==> config.mk <==
export PLATFORM = sky130hd
export DESIGN_NAME = pxi_wr_seq
export DESIGN_NICKNAME = d
export VERILOG_FILES = /design/src/rtl/pxi_pkg.sv /design/src/rtl/pxi_strobe_sync.sv /design/src/rtl/pxi_wr_seq.sv
export SDC_FILE = /design/constraint.sdc
export NUM_CORES = 1
export LEC_CHECK = 0
export ABC_AREA = 0
export CORE_MARGIN = 2
export CORE_UTILIZATION = 44
export CTS_CLUSTER_DIAMETER = 60
export DETAILED_ROUTE_END_ITERATION = 6
export PLACE_DENSITY = 0.83
export SYNTH_ARGS = -nofsm -noshare
export SYNTH_HDL_FRONTEND = slang
export SYNTH_SLANG_ARGS = --single-unit
export TNS_END_PERCENT = 50
==> constraint.sdc <==
create_clock -name clk -period 2.6 [get_ports clk]
set_clock_uncertainty 0.2 [all_clocks]
set_input_delay 0.39 -clock clk [delete_from_list [all_inputs] [get_ports clk]]
set_output_delay 0.39 -clock clk [all_outputs]
set_load 0.02 [all_outputs]
==> src/rtl/pxi_pkg.sv <==
// pxi_pkg: shared definitions for the PXI register-write sequencer.
//   wr_state_e      : frame sequencer states
//   HDR_OPCODE      : upper nibble that marks a header word
//   DEF_TIMEOUT_CYC : default inter-word timeout in clk cycles
package pxi_pkg;

    typedef enum logic [1:0] {
        StIdle  = 2'd0,
        StGetLo = 2'd1,
        StGetHi = 2'd2,
        StIssue = 2'd3
    } wr_state_e;

    localparam logic [3:0]  HDR_OPCODE      = 4'hA;
    localparam int unsigned DEF_TIMEOUT_CYC = 1024;

endpackage

==> src/rtl/pxi_strobe_sync.sv <==
// pxi_strobe_sync: brings the asynchronous PXI write strobe into the clk domain
// and turns each rising edge into a single-cycle pulse.
//   clk       : system clock
//   rst_n     : synchronous active-low reset, clears all three flops
//   async_in  : asynchronous strobe
//   pulse_out : one-cycle pulse per rising edge of async_in
module pxi_strobe_sync (
    input  logic clk,
    input  logic rst_n,
    input  logic async_in,
    output logic pulse_out
);

    // [0],[1] form the two-flop synchroniser, [2] holds the previous value.
    logic [2:0] sync_q;

    always_ff @(posedge clk) begin
        if (!rst_n) begin
            sync_q <= 3'b000;
        end else begin
            sync_q <= {sync_q[1:0], async_in};
        end
    end

    assign pulse_out = sync_q[1] & ~sync_q[2];

endmodule

==> src/rtl/pxi_wr_seq.sv <==
// pxi_wr_seq: assembles three PXI words (header, data low, data high) into a
// single register write and presents it on a valid/ready interface.
//   clk, rst_n         : clock, synchronous active-low reset
//   pxi_word           : word from the upstream write latch
//   pxi_strobe         : asynchronous write strobe, rising edge = new word
//   wr_valid/wr_ready  : write handshake
//   wr_addr, wr_data   : write address and data, held between frames
//   err_hdr            : pulse, first word of a frame lacked the header opcode
//   err_ovr            : pulse, word arrived while a write was still pending
//   err_tmo            : pulse, inter-word timeout (only with PXI_WR_TIMEOUT_EN)
//   busy               : sequencer not idle
// Build option: define PXI_WR_TIMEOUT_EN to add the inter-word timeout counter.
module pxi_wr_seq
    import pxi_pkg::*;
#(
    parameter int unsigned TIMEOUT_CYC = DEF_TIMEOUT_CYC,
    parameter int unsigned ADDR_W      = 8
) (
    input  logic              clk,
    input  logic              rst_n,
    input  logic [15:0]       pxi_word,
    input  logic              pxi_strobe,
    output logic              wr_valid,
    input  logic              wr_ready,
    output logic [ADDR_W-1:0] wr_addr,
    output logic [31:0]       wr_data,
    output logic              err_hdr,
    output logic              err_ovr,
    output logic              err_tmo,
    output logic              busy
);

    wr_state_e         state_q, state_d;
    logic [ADDR_W-1:0] addr_q, addr_d;
    logic [31:0]       data_q, data_d;
    logic              err_hdr_q, err_hdr_d;
    logic              err_ovr_q, err_ovr_d;
    logic              ev;
    logic              tmo_hit;

    pxi_strobe_sync u_strobe_sync (
        .clk       (clk),
        .rst_n     (rst_n),
        .async_in  (pxi_strobe),
        .pulse_out (ev)
    );

`ifdef PXI_WR_TIMEOUT_EN
    localparam int unsigned CntW = $clog2(TIMEOUT_CYC + 1);

    logic [CntW-1:0] tmo_cnt_q, tmo_cnt_d;
    logic            err_tmo_q;
    logic            in_get;

    assign in_get  = (state_q == StGetLo) || (state_q == StGetHi);
    // A word arriving on the expiry cycle wins over the timeout.
    assign tmo_hit = in_get && !ev && (tmo_cnt_q == CntW'(TIMEOUT_CYC - 1));

    always_comb begin
        tmo_cnt_d = '0;
        if (in_get && !ev && !tmo_hit) begin
            tmo_cnt_d = tmo_cnt_q + 1'b1;
        end
    end

    always_ff @(posedge clk) begin
        if (!rst_n) begin
            tmo_cnt_q <= '0;
            err_tmo_q <= 1'b0;
        end else begin
            tmo_cnt_q <= tmo_cnt_d;
            err_tmo_q <= tmo_hit;
        end
    end

    assign err_tmo = err_tmo_q;
`else
    assign tmo_hit = 1'b0;
    assign err_tmo = 1'b0;
`endif

    always_comb begin
        state_d   = state_q;
        addr_d    = addr_q;
        data_d    = data_q;
        err_hdr_d = 1'b0;
        err_ovr_d = 1'b0;
        unique case (state_q)
            StIdle: begin
                if (ev) begin
                    if (pxi_word[15:12] == HDR_OPCODE) begin
                        addr_d  = ADDR_W'(pxi_word);
                        state_d = StGetLo;
                    end else begin
                        err_hdr_d = 1'b1;
                    end
                end
            end
            StGetLo: begin
                if (ev) begin
                    data_d[15:0] = pxi_word;
                    state_d      = StGetHi;
                end else if (tmo_hit) begin
                    state_d = StIdle;
                end
            end
            StGetHi: begin
                if (ev) begin
                    data_d[31:16] = pxi_word;
                    state_d       = StIssue;
                end else if (tmo_hit) begin
                    state_d = StIdle;
                end
            end
            StIssue: begin
                // A word here is always dropped, even if the handshake
                // completes in the same cycle; it never opens a new frame.
                if (ev) begin
                    err_ovr_d = 1'b1;
                end
                if (wr_ready) begin
                    state_d = StIdle;
                end
            end
            default: begin
                state_d = StIdle;
            end
        endcase
    end

    always_ff @(posedge clk) begin
        if (!rst_n) begin
            state_q   <= StIdle;
            addr_q    <= '0;
            data_q    <= '0;
            err_hdr_q <= 1'b0;
            err_ovr_q <= 1'b0;
        end else begin
            state_q   <= state_d;
            addr_q    <= addr_d;
            data_q    <= data_d;
            err_hdr_q <= err_hdr_d;
            err_ovr_q <= err_ovr_d;
        end
    end

    assign wr_valid = (state_q == StIssue);
    assign busy     = (state_q != StIdle);
    assign wr_addr  = addr_q;
    assign wr_data  = data_q;
    assign err_hdr  = err_hdr_q;
    assign err_ovr  = err_ovr_q;

endmodule
* Word level (Yosys, flattened, before mapping)
Index checks and enable logic that the tools add are counted.
** Storage, ports and cells
- Memory bits (writable) :: 0
- Word-level logic and storage cells :: 34
- Memories :: 0
- Bits in latches :: 0
- Input bits :: 20
- ROM bits :: 0
- Bits in registers :: 47
- Output and inout port bits :: 45
** Cells by class
- Equality and inequality tests :: 9
- Multiply operators :: 0
- Shift operators :: 0
- $lt $le $gt $ge :: 0
- Multiplexer cells :: 8
- Add/sub/neg operators :: 0
- Div/mod/pow operators :: 0
- Reduce and logical (&&, ||, !) cells :: 8
- Bitwise gates (word level) :: 2
** Operators by type and width (count)
- 2-bit 2-to-1 mux :: 5
- 2-bit inequality test, second input constant :: 4
- 2-bit one-hot mux with 4 select lines :: 1
- 2-bit AND reduction :: 3
- 3-bit AND reduction :: 2
- 5-bit AND reduction :: 1
- 2-bit equality test, second input constant :: 2
- 4-bit equality test, second input constant :: 1
- 2-bit by 1-bit equality test with 1-bit output, second input constant :: 1
- 2-bit logical NOT :: 1
- 1-bit 2-to-1 mux :: 2
- 2-bit by 1-bit inequality test with 1-bit output, second input constant :: 1
- 2-bit nonzero test :: 1
- 1-bit bitwise AND :: 1
- 1-bit NOT :: 1

* Depth between registers and ports, before layout
Gate-level depths: netlist of run 1.
- Depth in word-level cells :: 4
- Depth in mapped cells :: 7
- Depth with buffers taken out :: 5

* Cells and area by module
From an unflattened synthesis of run 1, not the netlist that was laid out.
** Unflattened totals
- Cells, all modules :: 203
- Area total of the unflattened synthesis :: 1850.5 µm²
** Modules (own cells, without submodules)
- pxi_wr_seq :: area an instance 1757.9 µm², instances 1, seq. area each 880.8 µm², cells an instance 196
- pxi_strobe_sync :: area an instance 92.6 µm², instances 1, seq. area each 60.1 µm², cells an instance 7

* Worst setup path after synthesis of run 1
No wires, ideal clock.
- Path type :: register to register
- From :: reg state_q[0]
- To :: reg state_q[0]
- Setup time :: 0.072 ns
- Path buffers :: 0
- Data arrival time :: 1.667 ns
- Setup slack :: 0.662 ns
- Clock period less this slack :: 1.938 ns
- Required time :: 2.328 ns
- Cell stages (with the launch flop) :: 6
- Path through :: dfxtp_1 inv_1 ha_1 or3_1 a222oi_1 mux2i_1
** On the way
- Longest elaborated chain between the ends :: 3
- Elaborated cells between the ends (all ways) :: 11
- Those cells by class :: eq/ne (8); mux (1); reduce/logical (2)
** Ends and longest elaborated chain
- start, declared :: RTL line pxi_wr_seq.sv:33 : wr_state_e state_q, state_d;
- start signal, assigned :: RTL line pxi_wr_seq.sv:133 : state_q <= StIdle;
- start signal, assigned :: RTL line pxi_wr_seq.sv:139 : state_q <= state_d;
- 2-bit by 1-bit equality test with 1-bit output (tied with other cells) :: RTL line pxi_wr_seq.sv:88 : unique case (state_q)
- 2-bit inequality test (no source line) or 2-bit by 1-bit inequality test with 1-bit output (tied branches)
- 5-bit AND reduction (no source line)
Parallel ways exist; a longest one is shown, timed or not.
A chain may end at the register's enable or synchronous reset.

* Worst setup path in the final report of run 1
- From :: reg state_q[0]
- To :: out busy
** On the way
- Longest elaborated chain between the ends :: 1
** Ends and longest elaborated chain
- 2-bit nonzero test :: RTL line pxi_wr_seq.sv:148 : assign busy = (state_q != StIdle);
- end, declared :: RTL line pxi_wr_seq.sv:30 : output logic busy
Every way passes these cells.

==> results of run 1 <==
==> flip-flops by register name, summed over array words and instances (netlist names) <==
signal                cells
err_hdr                   1
err_ovr                   1
u_strobe_sync.sync_q      3
state_q                   2
wr_addr                   8
wr_data                  32
==> cells in the final DEF (no fill, tap or decap), drive strengths merged <==
cell type and n:
nand3b 3, inv 5, or3 1, mux2i 2, and3b 3, clkbuf 7, o21ai 9, clkinv 1
conb 1, nand2 68, ha 4, nor4bb 1, a222oi 1, nor4 1, clkdlybuf4s50 63, dfxtp 47
or2b 1, nor3b 1, a21boi 40, nand3 8, buf 4, and2 2, nand4bb 1
==> critical path, delay by kind of cell, from the launching register on <==
| kind | cells | cell delay, ns |
|---|---|---|
| buffers and inverters | 3 | 0.78 |
| adder cells (fa/ha/maj) | 1 | 0.26 |
| flip-flops | 1 | 0.39 |
==> final cells by class <==
| cell class | count | area, µm² |
|---|---|---|
| clock buffers | 7 | 76.3 |
| clock inverters | 1 | 5.00 |
| fillers | 358 | 1460 |
| inverters | 5 | 18.8 |
| multi-input cells | 147 | 837 |
| flip-flops and latches | 47 | 941 |
| well taps | 50 | 62.6 |
| repair buffers | 67 | 661 |
==> path summary, 6_finish.rpt <==
check	slack, ns	start	end
worst max register to register	0.51	state_q[0]$_SDFFE_PN0P_	state_q[1]$_SDFFE_PN0P_
worst min-delay path	0.24	u_strobe_sync.sync_q[0]$_SDFF_PN0_	u_strobe_sync.sync_q[1]$_SDFF_PN0_
worst min register to register	0.24	u_strobe_sync.sync_q[0]$_SDFF_PN0_	u_strobe_sync.sync_q[1]$_SDFF_PN0_
worst max-delay path	0.30	state_q[0]$_SDFFE_PN0P_	busy
==> per-layer routing <==
| metal | up-vias | part of all wire [%] | GRT usage [%] | routed length, µm |
|---|---|---|---|---|
| met4 | 0 | 1.3 | 6.54 | 56 |
| li1 | 819 | - | - | - |
| met2 | 53 | 50 | 30.8 | 2160 |
| met3 | 5 | 6.4 | 3.92 | 279 |
| met5 | - | 0 | 0 | 0 |
| met1 | 753 | 42 | 21.4 | 1830 |
==> power by group through the flow <==
stage               clock network [mW]  registers [mW]  logic (mW)
finish                           0.413           0.724      0.0746
global route                     0.461           0.725      0.0799
CTS                              0.425           0.724      0.0749
detailed placement                   0           0.742      0.0745
global placement                     0           0.742      0.0745
floorplan                            0           0.742      0.0327
==> Yosys cell counts, types with 2 or more instances <==
master	count	share of area (%)
a21boi_0	20	8.0
and2_1	2	0.66
buf_2	2	0.53
and3b_1	2	0.93
dfxtp_1	47	50
inv_1	5	1.0
clkbuf_1	10	2.0
mux2i_1	2	1.1
nand2_1	68	14
buf_6	2	1.2
o21ai_0	9	2.4
ha_1	4	2.7
nand3b_1	3	1.2
a21boi_1	20	8.0
nand3_1	8	2.1
==> through the flow <==
| stage | setup slack (ns) | hold slack (ns) |
|---|---|---|
| 2_1_floorplan | 0.662 | 0.212 |
| 3_3_place_gp | 0.601 | 0.216 |
| 3_5_place_dp | 0.517 | 0.223 |
| 4_1_cts | 0.295 | 0.241 |
| 5_1_grt | 0.212 | 0.261 |
| 6_report | 0.296 | 0.237 |
==> cell families (layout without fill, tap and decap cells) <==
kind of cell             after synthesis  count (layout)  synth area share [%]
AO/OA/AOI/OAI                         50              50                  18.8
AND/OR/NAND/NOR                       90              90                  21.6
buffers and inverters                 21              80                  5.71
other                                  1               1                 0.199
multiplexers                           2               2                  1.06
flip-flops                            47              47                  49.9
adder cells (fa/ha/maj)                4               4                  2.65
==> impl_metrics.csv, run 1 <==
group,metric,value,unit
run_status,outcome,"complete, no violations",
sta,tns,0,ns
cells_and_area,syn_to_final_growth,38.0,%
worst_hold_path,min_path_cells,1,
global_routing,antenna_found_initial,0,
placement,place_inst,316,
floorplanning,die_w,69.5,µm
worst_hold_path,hold_path_class,"flip-flop to flip-flop",
floorplanning,die_h,69.5,µm
pwr,netSwitchingFraction,21.3,%
clock_network,clock-sinks,47,
sta,hold_viol_final,0,
job,drv_cap,0,
cells_and_area,num-nets-final,297,
sta,worst_pin_slew,0.714,ns
routing,antenna_left,0,
critical_path,critPathMaxFanout,6,
critical_path,cp.required,2.01,ns
clock_network,hold_buffers,0,
sta,rsz0062_at_grt,"false",
pwr,ir_drop,0.000332,V
clock_network,clkTransAtPathRegs,0.08,ns
floorplanning,core,4060,µm²
global_routing,grt_use_total,17.7,%
critical_path,start_kind,"flip-flop",
global_routing,grt_pass1_vias,1441,
placement,gp_congestion,0.774,
critical_path,r2r_cells,5,
routing,wl_per_cell,13.4,µm
pwr,power.leakage,0.890,nW
routing,viasPerCell,5.03,
floorplanning,placementRows,23,
floorplanning,dieArea,4820,µm²
pwr,clkPwrFrac,34.1,%
cells_and_area,fin_util,64.1,%
sta,fmax,434,MHz
cells_and_area,antennaDiodeCount,0,
logic_synthesis,synth_edf_count,0,
sta,slew-limit-headroom,52.3,%
pwr,p_comb_share,6.2,%
clock_network,postCtsSetupRepairBufs,0,
placement,place_hpwl,3.12,mm
routing,drt_pre_antenna_iters,4,
critical_path,end_kind,"output port",
floorplanning,floorplan.initialDensity,46.5,%
logic_synthesis,synthArstFlopShare,0,%
sta,setup_viol,0,
sta,post-route-period-util,88.6,%
critical_path,cpMostUsedCell,"inv_1",
logic_synthesis,syn-num-nets,239,
pwr,power_switching,258,µW
logic_synthesis,netlist_area,1890,µm²
clock_network,cts-root-buf,"clkbuf_8",
clock_network,clock_path_buffers,2,
routing,wirelength,4.33,mm
floorplanning,io_pins,65,
clock_network,clk_latency,0.29,ns
cells_and_area,final_area,2600,µm²
critical_path,critPathKind,"flip-flop to output port",
clock_network,cts_htree_levels,2,
placement,placed_area,2520,µm²
critical_path,critPathArrivalTime,1.71,ns
critical_path,critPathMaxStageDelay,0.60,ns
placement,port_buffers,63,
clock_network,numCtsBuffers,5,
clock_network,ctsResizeCount,0,
global_routing,grt_pass1_wl,6.91,mm
pwr,pwr-share-seq,59.8,%
sta,finalMaxSlewViolations,0,
critical_path,slowest_stage,"clkdlybuf4s50_1",
routing,drt_iter0_drc,74,
logic_synthesis,ys_seq_elements,47,
sta,period_minus_slack,2.30,ns
routing,vias,1630,
pwr,power-per-cell-area,466,nW/µm²
pwr,p_int,954,µW
logic_synthesis,syn_avg_cell_area,8.77,µm²
logic_synthesis,dominantRegCellSynth,"dfxtp_1",
cells_and_area,instances_no_fill,324,
clock_network,cts_tree,"yes",
logic_synthesis,yosysWarnings,0,
pwr,finalPower,1.21,mW
routing,drc,0,
logic_synthesis,ys_seq_area_share,49.9,%
global_routing,grt_max_degree,28,
logic_synthesis,synth_cell_types,26,
critical_path,path_cells,"inv_1, ha_1, inv_1, clkdlybuf4s50_1",
logic_synthesis,postSynthCellCount,215,
cells_and_area,drive_gt1_share,4.38,%
global_routing,globalRouteOverflowTotal,0,
No activity file was read; power rests on OpenSTA's default activity.
==> inputs of run 2 (changes only) <==
SETUP_SLACK_MARGIN = 0.3   (was default)
clock period = 2.19 ns   (was 2.6 ns; I/O delays follow)
==> run 2 against run 1 <==
Net effect:
- worst hold slack gained 0.00094 ns
- largest cell class unchanged
- total power increased by 21%
- sequential power is 19% higher
- sequential cell count unchanged
- largest power group unchanged
- critical path depth up 2
- clock-buffer cell count is the same
- setup slack lost 0.016 ns
==> impl_metrics.csv, run 2 (synthesized netlist as in run 1, its figures left out) <==
group,metric,value,unit
run_status,outcome,"complete, no violations",
global_routing,grt_use_total,19.7,%
cells_and_area,final_cell_mix,"68 x nand2_1, 61 x clkdlybuf4s50_1, 45 x dfxtp_1, 20 x a21boi_1, 20 x a21boi_0",
clock_network,cts_htree_levels,2,
placement,place_inst,320,
clock_network,clkTransAtPathRegs,0.08,ns
cells_and_area,drive_gt1_share,8.93,%
placement,gp_congestion,0.775,
routing,vias,1661,
clock_network,numCtsBuffers,5,
floorplanning,floorplan.initialDensity,46.5,%
floorplanning,placementRows,23,
critical_path,critPathKind,"flip-flop to flip-flop",
cells_and_area,largest_register_ffs,32,
routing,drc,0,
critical_path,cp.required,2.22,ns
cells_and_area,final_common_cell,"nand2_1",
global_routing,globalRouteOverflowTotal,0,
clock_network,clk_latency,0.30,ns
floorplanning,die_h,69.5,µm
global_routing,grt_pass1_vias,1553,
sta,post-route-period-util,87.2,%
pwr,ir_drop,0.000389,V
job,drv_cap,0,
pwr,power-per-cell-area,544,nW/µm²
sta,fmax,524,MHz
critical_path,end_kind,"flip-flop",
floorplanning,core,4060,µm²
sta,tns,0,ns
routing,drt_iter0_drc,92,
placement,place_hpwl,3.27,mm
sta,finalMaxSlewViolations,0,
routing,drt_pre_antenna_iters,4,
placement,place_ws,0.177,ns
clock_network,clock_path_buffers,2,
routing,wirelength,4.66,mm
cells_and_area,instances_no_fill,330,
sta,rsz0062_at_grt,"true",
clock_network,hold_buffers,0,
sta,fin_ws,0.280,ns
clock_network,clock-sinks,47,
global_routing,antenna_found_initial,0,
sta,setup_viol,0,
global_routing,grt_pass1_wl,7.51,mm
clock_network,cts_tree,"yes",
floorplanning,dieArea,4820,µm²
pwr,power.leakage,0.934,nW
sta,period_minus_slack,1.91,ns
critical_path,critPathArrivalTime,1.94,ns
cells_and_area,fin_util,66.1,%
global_routing,grt_max_degree,29,
critical_path,start_kind,"flip-flop",
sta,hold_viol_final,0,
floorplanning,io_pins,65,
routing,antenna_left,0,
critical_path,critPathMaxFanout,6,
placement,port_buffers,63,
clock_network,cts-root-buf,"clkbuf_8",
cells_and_area,num-nets-final,303,
cells_and_area,antennaDiodeCount,0,
floorplanning,die_w,69.5,µm
routing,viasPerCell,5.03,
routing,wl_per_cell,14.1,µm
cells_and_area,syn_to_final_growth,42.3,%
worst_hold_path,hold_path_class,"flip-flop to flip-flop",
==> run 2: cell count changes in the layout (fill, tap and decap cells not counted), sizes merged <==
cell and delta:
clkdlybuf4s50 -2, dlygate4sd2 +2, buf +6
==> run 2: per-stage QoR <==
stage          area [µm²]  power, mW  hold slack, ns
2_1_floorplan        1890      0.920           0.212
3_3_place_gp         2550      0.969           0.221
3_5_place_dp         2550      0.969           0.220
4_1_cts              2630       1.46           0.239
5_1_grt              2680       1.51           0.257
6_report             2680       1.46           0.238
==> run 2: final timing paths <==
kind,startpoint,endpoint,slack [ns],cells past startpoint
max reg2reg,state_q[1]$_SDFFE_PN0P_,state_q[0]$_SDFFE_PN0P_,0.28,6
min reg2reg,u_strobe_sync.sync_q[0]$_SDFF_PN0_,u_strobe_sync.sync_q[1]$_SDFF_PN0_,0.24,1
max,state_q[1]$_SDFFE_PN0P_,state_q[0]$_SDFFE_PN0P_,0.28,6
min,u_strobe_sync.sync_q[0]$_SDFF_PN0_,u_strobe_sync.sync_q[1]$_SDFF_PN0_,0.24,1
==> run 2: what timing repair did <==
item | in CTS | in global routing
pin swaps | 0 | 3
gates resized for setup | 2 | 12
setup endpoints to repair | 4 | 3
buffers inserted | 0 | 2
==> run 2: layout make-up <==
cell class	instances	area, µm²
well taps	50	62.6
repair buffers	73	703
inverters	5	23.8
fillers	347	1370
multi-input cells	147	865
flip-flops and latches	47	948
clock inverters	1	5.00
clock buffers	7	76.3
==> run 2: power breakdown <==
group / leakage, nW / switching (mW) / internal, mW
combinational: 0.511 / 0.0393 / 0.0521
clock: 0.0422 / 0.287 / 0.224
sequential: 0.381 / 0.00313 / 0.855
total: 0.934 / 0.330 / 1.13
==> run 2: worst max-delay path: stages (launching register included) <==
cell	delay (ns)
dfxtp_4	0.39
inv_4	0.05
ha_4	0.17
or3_1	0.35
a222oi_1	0.33
buf_4	0.19
mux2i_1	0.16
==> run 2: routing by layer <==
metal,track usage [%],vias up,wire (µm)
met5,0,-,0
met4,9.80,0,101
met3,3.92,8,224
met2,32.7,47,2330
met1,24.3,771,2000
li1,-,835,-
